==> src/rtl/servo_pkg.sv <==
// Definitions shared by the servo PWM decoder and generator.
// Covers duty width, default timing, legal pulse range and FSM state encoding.
package servo_pkg;

    localparam int DUTY_W              = 10;
    localparam int SERVO_CLKS_PER_UNIT = 488;
    localparam int SERVO_MIN_UNITS     = 26;
    localparam int SERVO_MAX_UNITS     = 128;
    localparam int SERVO_NEUTRAL_UNITS = 77;

    localparam logic [DUTY_W-1:0] DUTY_SAT = '1;

    typedef enum logic [1:0] {
        ST_WAIT_LOW     = 2'd0,
        ST_WAIT_RISE    = 2'd1,
        ST_MEASURE_HIGH = 2'd2
    } servo_state_e;

endpackage

==> src/rtl/servo_input_sync.sv <==
// Brings the asynchronous servo input into the clock domain.
// Provides the synchronized level plus single-cycle rise and fall flags.
module servo_input_sync (
    input  logic i_clk,
    input  logic i_async,
    output logic o_level,
    output logic o_rise,
    output logic o_fall
);

    logic r_meta;
    logic r_sync;
    logic r_hist;

    // Left out of reset so the level seen right after reset is the true input level.
    always_ff @(posedge i_clk) begin
        r_meta <= i_async;
        r_sync <= r_meta;
        r_hist <= r_sync;
    end

    assign o_level = r_sync;
    assign o_rise  = r_sync & ~r_hist;
    assign o_fall  = ~r_sync & r_hist;

endmodule

==> src/rtl/servo_pwm_decoder.sv <==
// Measures servo PWM high time in duty units, rounded to the nearest unit.
// Flags out-of-range pulses and loss of the pulse train.
module servo_pwm_decoder
    import servo_pkg::*;
#(
    parameter int CLKS_PER_UNIT = SERVO_CLKS_PER_UNIT,
    parameter int MIN_UNITS     = SERVO_MIN_UNITS,
    parameter int MAX_UNITS     = SERVO_MAX_UNITS,
    parameter int TIMEOUT_UNITS = 1280
) (
    input  logic              clk25mhz,
    input  logic              reset,
    input  logic              servoSignal,
    output logic [DUTY_W-1:0] duty_cycle_output,
    output logic              duty_valid,
    output logic              range_error,
    output logic              signal_lost,
    output logic [15:0]       testing
);

    localparam int SUB_W  = $clog2(CLKS_PER_UNIT);
    localparam int IDLE_W = $clog2(TIMEOUT_UNITS + 1);

    localparam logic [SUB_W-1:0]  SUB_LAST     = SUB_W'(CLKS_PER_UNIT - 1);
    localparam logic [SUB_W-1:0]  SUB_HALF     = SUB_W'(CLKS_PER_UNIT / 2);
    localparam logic [IDLE_W-1:0] IDLE_LIMIT   = IDLE_W'(TIMEOUT_UNITS);
    localparam logic [IDLE_W-1:0] IDLE_LAST    = IDLE_W'(TIMEOUT_UNITS - 1);
    localparam logic [DUTY_W-1:0] DUTY_MIN     = DUTY_W'(MIN_UNITS);
    localparam logic [DUTY_W-1:0] DUTY_MAX     = DUTY_W'(MAX_UNITS);
    localparam logic [DUTY_W-1:0] DUTY_NEUTRAL = DUTY_W'(SERVO_NEUTRAL_UNITS);

    function automatic logic [DUTY_W-1:0] round_sat(input logic [DUTY_W-1:0] width,
                                                    input logic              round_up);
        logic [DUTY_W:0] sum;
        sum = {1'b0, width} + {{DUTY_W{1'b0}}, round_up};
        return sum[DUTY_W] ? DUTY_SAT : sum[DUTY_W-1:0];
    endfunction

    logic w_level;
    logic w_rise;
    logic w_fall;

    servo_input_sync u_sync (
        .i_clk   (clk25mhz),
        .i_async (servoSignal),
        .o_level (w_level),
        .o_rise  (w_rise),
        .o_fall  (w_fall)
    );

    servo_state_e       r_state;
    servo_state_e       w_state_nxt;
    logic               w_start;
    logic               w_done;
    logic [SUB_W-1:0]   r_sub;
    logic [DUTY_W-1:0]  r_width;
    logic [SUB_W-1:0]   r_idle_sub;
    logic [IDLE_W-1:0]  r_idle;
    logic [DUTY_W-1:0]  r_duty;
    logic               r_valid;
    logic               r_err;
    logic               r_lost;
    logic               w_edge;
    logic               w_timeout_hit;
    logic [DUTY_W-1:0]  w_result;
    logic               w_in_range;

    assign w_edge        = w_rise | w_fall;
    // Fires once, on the unit wrap that brings the idle count up to the limit.
    assign w_timeout_hit = !w_edge && (r_idle_sub == SUB_LAST) && (r_idle == IDLE_LAST);
    assign w_result      = round_sat(r_width, r_sub >= SUB_HALF);
    assign w_in_range    = (w_result >= DUTY_MIN) && (w_result <= DUTY_MAX);

    always_ff @(posedge clk25mhz) begin
        if (reset) begin
            r_state <= ST_WAIT_LOW;
        end else begin
            r_state <= w_state_nxt;
        end
    end

    always_comb begin
        w_state_nxt = r_state;
        w_start     = 1'b0;
        w_done      = 1'b0;
        if (w_timeout_hit) begin
            w_state_nxt = ST_WAIT_LOW;
        end else begin
            case (r_state)
                ST_WAIT_LOW: begin
                    if (!w_level) w_state_nxt = ST_WAIT_RISE;
                end
                ST_WAIT_RISE: begin
                    if (w_rise) begin
                        w_state_nxt = ST_MEASURE_HIGH;
                        w_start     = 1'b1;
                    end
                end
                ST_MEASURE_HIGH: begin
                    if (w_fall) begin
                        w_state_nxt = ST_WAIT_RISE;
                        w_done      = 1'b1;
                    end
                end
                default: w_state_nxt = ST_WAIT_LOW;
            endcase
        end
    end

    always_ff @(posedge clk25mhz) begin
        if (reset) begin
            r_sub      <= '0;
            r_width    <= '0;
            r_idle_sub <= '0;
            r_idle     <= '0;
            r_duty     <= DUTY_NEUTRAL;
            r_valid    <= 1'b0;
            r_err      <= 1'b0;
            r_lost     <= 1'b0;
        end else begin
            r_valid <= 1'b0;
            r_err   <= 1'b0;

            if (w_start) begin
                r_sub   <= '0;
                r_width <= '0;
            end else if (r_state == ST_MEASURE_HIGH) begin
                if (r_sub == SUB_LAST) begin
                    r_sub <= '0;
                    if (r_width != DUTY_SAT) r_width <= r_width + 1'b1;
                end else begin
                    r_sub <= r_sub + 1'b1;
                end
            end

            if (w_done) begin
                if (w_in_range) begin
                    r_duty  <= w_result;
                    r_valid <= 1'b1;
                    r_lost  <= 1'b0;
                end else begin
                    r_err <= 1'b1;
                end
            end

            if (w_timeout_hit) r_lost <= 1'b1;

            if (w_edge) begin
                r_idle_sub <= '0;
                r_idle     <= '0;
            end else if (r_idle != IDLE_LIMIT) begin
                if (r_idle_sub == SUB_LAST) begin
                    r_idle_sub <= '0;
                    r_idle     <= r_idle + 1'b1;
                end else begin
                    r_idle_sub <= r_idle_sub + 1'b1;
                end
            end
        end
    end

    assign duty_cycle_output = r_duty;
    assign duty_valid        = r_valid;
    assign range_error       = r_err;
    assign signal_lost       = r_lost;
    assign testing           = {r_state, r_lost, 3'b000, r_duty};

endmodule

==> config.mk <==
export PLATFORM = sky130hd
export DESIGN_NAME = servo_pwm_decoder
export DESIGN_NICKNAME = d
export VERILOG_FILES = /design/src/rtl/servo_pkg.sv /design/src/rtl/servo_input_sync.sv /design/src/rtl/servo_pwm_decoder.sv
export SDC_FILE = /design/constraint.sdc
export NUM_CORES = 1
export LEC_CHECK = 0
export BUFFER_PORTS_ARGS = -buffer_cell sky130_fd_sc_hd__buf_4
export CAP_MARGIN = 5
export CORE_ASPECT_RATIO = 0.6
export CORE_MARGIN = 2
export CORE_UTILIZATION = 35
export CTS_CLUSTER_DIAMETER = 100
export DETAILED_ROUTE_END_ITERATION = 8
export HOLD_SLACK_MARGIN = 0.02
export PLACE_DENSITY_LB_ADDON = 0.15
export SLEW_MARGIN = 20
export SYNTH_ARGS = -nofsm -noshare
export SYNTH_HDL_FRONTEND = slang
export SYNTH_SLANG_ARGS = --single-unit
==> constraint.sdc <==
create_clock -name clk25mhz -period 3.3 [get_ports clk25mhz]
set_input_delay 0.33 -clock clk25mhz [delete_from_list [all_inputs] [get_ports clk25mhz]]
set_output_delay 0.33 -clock clk25mhz [all_outputs]
set_load 0.005 [all_outputs]
# Word-level counts from Yosys, hierarchy flattened
# Index checks and enable logic that the tools add are counted.
[word_totals]
ff_bits = 57
input_bits = 3
out_inout_bits = 29
elab_cells = 70
[classes]
n_addsub = 5
order_cmp = 3
n_eq_ne = 10
n_mux = 18
n_bitwise = 6
reduce_logical = 16
[ops]
columns = ["operator", "count"]
rows = [
  ["$add A9 B1 Y9 const B", 2],
  ["$eq A9 B9 Y1 const B", 2],
  ["$mux W9", 2],
  ["$add A10 B1 Y11", 1],
  ["$add A11 B1 Y11 const B", 1],
  ["$eq A11 B11 Y1 const B", 1],
  ["$mux W1", 11],
  ["$ne A11 B11 Y1 const B", 1],
  ["$add A10 B1 Y10 const B", 1],
  ["$ge A10 B5 Y1 const B", 1],
  ["$le A10 B8 Y1 const B", 1],
  ["$mux W10", 1],
  ["$ne A10 B10 Y1 const B", 1],
  ["$ge A9 B8 Y1 const B", 1],
  ["$reduce_or A2 Y1", 4],
  ["$mux W2", 3],
  ["$ne A2 B2 Y1 const B", 3],
  ["$pmux W2 S3", 1],
  ["$reduce_and A2 Y1", 3],
  ["$reduce_and A3 Y1", 2],
  ["$reduce_bool A2 Y1", 2],
  ["$logic_and A1 B1 Y1", 3],
  ["$not A1 Y1", 3],
  ["$and A1 B1 Y1", 2],
  ["5 further kinds", 5],
]

# Longest topological paths before layout
[logic_depth]
ltp_word = 9
mapped_depth = 13
depth_no_buf = 12

# By module
# A second synthesis with hierarchy kept.
[hier_totals]
hier_cells = 340
area_unflattened_um2 = 2989.1
[by_module_without_submodules]
columns = ["module", "n_inst", "cells_each", "area_per_inst_um2", "seq_area_each_um2"]
rows = [
  ["servo_pwm_decoder", 1, 335, 2914.0, 1081.0],
  ["servo_input_sync", 1, 5, 75.1, 60.1],
]

# Worst setup path after synthesis
# OpenSTA, ideal clock, no wires.
[synth_path]
kind = "flip-flop to flip-flop"
startpoint = "register r_sub[5]"
endpoint = "register r_duty[3] (netlist: duty_cycle_output[3])"
setup_time_ps = 122
t_arrival_ps = 2387
required_time_ps = 3178
setup_slack_ps = 791
stages_incl_launch_ff = 14
n_path_buf = 3
synth_period_minus_slack_ps = 2509
cell_sequence = "dfxtp_1 nand3_1 o21bai_1 ha_1 ha_1 clkbuf_1 and2_4 buf_6 o22ai_1 a22oi_1 o211ai_1 and3_4 buf_6 o32a_1"
[synth_via]
elab_chain_len = 6
elab_cells_between_ends = 7
cone_classes = "add/sub (1); order compare (3); mux (1); reduce/logical (2)"
[synth_lines]
columns = ["element", "line", "rtl"]
rows = [
  ["start: declaration", "servo_pwm_decoder.sv:55", "logic [SUB_W-1:0] r_sub;"],
  ["start signal: assignment", "servo_pwm_decoder.sv:132", "r_sub <= r_sub + 1'b1;"],
  ["$ge A9 B8 Y1 *", "servo_pwm_decoder.sv:71", "assign w_result = round_sat(r_width, r_sub >= SUB_HALF);"],
  ["$add A10 B1 Y11 *", "servo_pwm_decoder.sv:35", "sum = {1'b0, width} + {{DUTY_W{1'b0}}, round_up};"],
  ["$mux W10 *", "servo_pwm_decoder.sv:36", "return sum[DUTY_W] ? DUTY_SAT : sum[DUTY_W-1:0];"],
  ["$ge A10 B5 Y1 / $le A10 B8 Y1 (equally long branches)", "servo_pwm_decoder.sv:72", "assign w_in_range = (w_result >= DUTY_MIN) && (w_result <= DUTY_MAX);"],
  ["$logic_and A1 B1 Y1", "servo_pwm_decoder.sv:72", ""],
  ["$reduce_and A2 Y1 (no source line)", "n/a", ""],
  ["end signal: assignment", "servo_pwm_decoder.sv:138", "r_duty <= w_result;"],
  ["end: declaration", "servo_pwm_decoder.sv:59", "logic [DUTY_W-1:0] r_duty;"],
]
# Every way passes the cells marked *; elsewhere a longest branch is shown, timed or not.
# A chain may end at the register's enable or synchronous reset.

# Worst setup path in the final report
[layout_path]
startpoint = "register r_sub[5]"
endpoint = "register r_duty[2] (netlist: duty_cycle_output[2])"
# The elaborated chain is that of the path after synthesis.

==> flow_summary_export.csv <==
group,metric,value,unit
critical_path,start_kind,"register",
pwr,p_int,0.00133,W
timing,report.final.slew_viol_count,0,
timing,final_hold_viol_count,0,
synth,synth_mux_area_share,1.76,%
drt,drt-initial-drc-count,178,
cts,cts_made_buffers,9,
cts,holdBufCountCts,0,
grt,overflow,0,
pwr,power.total,0.00167,W
critical_path,cp_slowest_cell,"dfxtp_1",
cts,cts-resized-gates,0,
flow_run,drv_cap,0,
pwr,ir_drop,237,uV
grt,grt_max_degree,17,
synth,yosysTopAreaCell,"dfxtp_1",
critical_path,max_stage_delay,0.38,ns
critical_path,r2r-end,"duty_cycle_output[2]",
hold_path,hold_path_depth,1,
die,initial_core_util,36.6,%
cells_and_area,drive_gt1_share,17.0,%
pwr,p_switching,0.000341,W
critical_path,path_class,"register to register",
timing,timing.fmax,0.358,GHz
critical_path,critPathCaptureType,"register",
cells_and_area,area_growth_syn_to_layout,15.9,%
critical_path,rr_worst_depth,11,
drt,wl,6360,um
drt,firstDrtPassIters,4,
synth,synth_area,2920,um2
grt,grt_pass1_wl,10500,um
drt,viasPerCell,4.90,
synth,synth_compound_area_share,8.95,%
cells_and_area,fillers,797,
cts,worstSkewPairLatency,0.32,ns
timing,fin_crit_sh,84.6,%
die,die_area,9120,um2
cts,htree_levels,3,
synth,netlist.area_leader.share,39.1,%
synth,synth_cell_type_count,52,
synth,synth_flop_cell,"dfxtp_1",
critical_path,crit_chain,"nand3_1 > o21bai_1 > ha_1 > ha_1 > nand3_1 > mux2i_1 > nand4_1 > o211ai_1 > nand3_1 > inv_1 > a2bb2oi_1",
drt,vias,2236,
synth,synth-edff-count,0,
synth,synth-seq-area-share,39.1,%
synth,synth.cells.most_frequent,"dfxtp_1 (57), nor2_1 (45), xor2_1 (23)",
placement,hpwl,4440,um
pwr,leakage,1.30,nW
synth,syn_inst,328,
timing,finalWorstSetupSlack,0.507,ns
pwr,switching_share,20.4,%
synth,async_flop_share,0,%
cells_and_area,multi_input_area,1540,um2
critical_path,r2r_slack,0.51,ns
cells_and_area,final_nets,357,
hold_path,worstHoldStart,"servoSignal",
drt,route.detailed.drc,0,
critical_path,cp_max_fo,8,
timing,worst_pin_slew,0.720,ns
cts,cts_max_path_buffers,2,
pwr,p_seq_share,42.0,%
hold_path,min_path_type,"input pin to register",
cts,cts.sinks,57,
synth,synth_fa_ha_area_share,4.28,%
timing,maxSlewHeadroom,51.5,%
cts,cts-root-buf,"clkbuf_16",
synth,synth-simple-area-share,25.5,%
synth,synth_xor_area_share,11.7,%
grt,grtUsageTotal,15.2,%
die,io_pins,32,
timing,rsz0062_at_grt,"no",
pwr,p_comb_share,2.4,%
cts,clkTransAtPathRegs,0.05,ns
grt,antenna_found_initial,0,
cells_and_area,fin_util,42.4,%
cts,cts_tree,"yes",
critical_path,crit_arrival,2.99,ns
cts,cts_setup_buffers,0,
grt,grt_pass1_vias,2000,
synth,synth_area_leaders,"dfxtp_1 (39%), xor2_1 (6.9%), nor2_1 (5.8%), xnor2_1 (4.8%), ha_1 (4.3%)",
die,die_w,122,um
timing,skew,0.00913,ns
pwr,power_density,493,nW/um2
die,core,7980,um2
placement,gp_congestion,0.814,
die,num_rows,25,
synth,syn_area_per_cell,8.91,um2
timing,tns,0,ns
hold_path,hold_path_end,"u_sync.r_meta",
run_status,status,"finished, final reports clean",
placement,pre_cts_ws,0.669,ns
timing,setup_viol,0,
critical_path,cpMostUsedCell,"nand3_1",
cells_and_area,diodes,0,
synth,synth.most_common_cell,"dfxtp_1",
critical_path,cp.required,3.49,ns
cells_and_area,seq_area,1140,um2
placement,io_buffers,28,
synth,synth_warnings,0,
drt,wl_per_cell,14.0,um
critical_path,r2r-start,"r_sub[5]",
synth,synth-seq-cells,57,
synth,synth_top_family_by_area,"simple AND/OR/NAND/NOR gates",
timing,period_needed,2.79,ns
drt,ant_nets,0,
die,die_h,74.8,um
timing,worst_hold_slack,0.116,ns
pwr,power.share.clock,55.7,%
==> power groups by stage <==
| stage | Clock (W) | Sequential [W] | Combinational, W |
|---|---|---|---|
| after global routing | 0.000976 | 0.000701 | 0.0000458 |
| final | 0.000929 | 0.000700 | 0.0000397 |
| after global placement | 0 | 0.000714 | 0.0000404 |
| after CTS | 0.000952 | 0.000700 | 0.0000403 |
| after detailed placement | 0 | 0.000715 | 0.0000400 |
| after floorplan | 0 | 0.000713 | 0.0000293 |
==> state kept, by name, indices dropped and copies added (netlist names) <==
| register | count |
|---|---|
| r_idle | 11 |
| duty_cycle_output | 10 |
| r_width | 10 |
| r_idle_sub | 9 |
| r_sub | 9 |
| r_state | 2 |
| duty_valid | 1 |
| range_error | 1 |
| signal_lost | 1 |
| u_sync.o_level | 1 |
| u_sync.r_hist | 1 |
| u_sync.r_meta | 1 |
==> cell families after synthesis <==
kind of cell / count (synthesis)
AOI/OAI and AO/OA: 35
xor gates and xnor gates: 39
and+or+nand+nor: 141
DFF: 57
adders and majority gates: 10
other: 1
muxes: 5
buffers and inverters: 40
==> cell usage in the layout, fill, tap and decap left out, types with 2 or more instances in the layout <==
cell type  count
nand2b_1       6
nor4_1         4
nand4b_1       2
and3_2         3
o32ai_1        2
nand2_1       21
nor3_1         5
a21oi_1        7
o21a_1         2
xor2_1        23
clkbuf_16      9
nand3_1       16
o22ai_1        5
a31oi_1        2
dfxtp_1       57
buf_4         31
and2_4         2
clkinv_2       2
nor2_2         2
and3_4         2
xnor2_1       16
ha_1          10
and3_1         6
conb_1         3
nor3b_1        3
inv_1         12
nor2_1        45
and2_1         3
and4_1         4
clkbuf_8       2
o32a_1         3
nand4_1       10
o21ai_0        3
o21bai_1       3
mux2i_1        4
==> per-layer routing <==
layer	up-vias	wire length, um	track usage (%)
li1	1148	-	-
met4	0	44	4.60
met1	1034	3620	23.7
met2	50	2380	19.7
met5	-	0	0
met3	4	314	4.55
==> metrics by stage <==
step           area (um2)  cells
2_1_floorplan        2930    330
3_3_place_gp         3090    441
3_5_place_dp         3090    441
4_1_cts              3390    456
5_1_grt              3390    456
6_report             3390    456
==> how the worst max path moves through the flow <==
| stage | from | endpoint | slack (ns) | cells after the start |
|---|---|---|---|---|
| 3_3_place_gp | r_sub[2] | duty_cycle_output[2] | 0.72 | 12 |
| 2_1_floorplan | r_sub[5] | duty_cycle_output[3] | 0.79 | 13 |
| 5_1_grt | r_sub[5] | duty_cycle_output[2] | 0.26 | 11 |
| 3_5_place_dp | r_sub[5] | duty_cycle_output[0] | 0.67 | 11 |
| 4_1_cts | r_sub[5] | duty_cycle_output[2] | 0.57 | 11 |
| 6_report | r_sub[5] | duty_cycle_output[2] | 0.51 | 11 |
==> worst max-delay path, delay by kind of cell, from the launching register on <==
| family | cells | cell delay [ns] |
|---|---|---|
| and+or+nand+nor | 4 | 0.71 |
| adders and majority gates | 2 | 0.59 |
| AOI/OAI and AO/OA | 3 | 0.47 |
| DFF | 1 | 0.38 |
| muxes | 1 | 0.34 |
| buffers and inverters | 1 | 0.17 |
==> cell type report <==
type	instances	area share, %
Clock inverter	3	1.18
Timing Repair Buffer	31	6.87
Tap cell	108	3.99
Sequential cell	57	33.7
Clock buffer	12	7.58
Multi-Input combinational cell	233	45.3
Inverter	12	1.33
(Power assumes the default switching activity.)
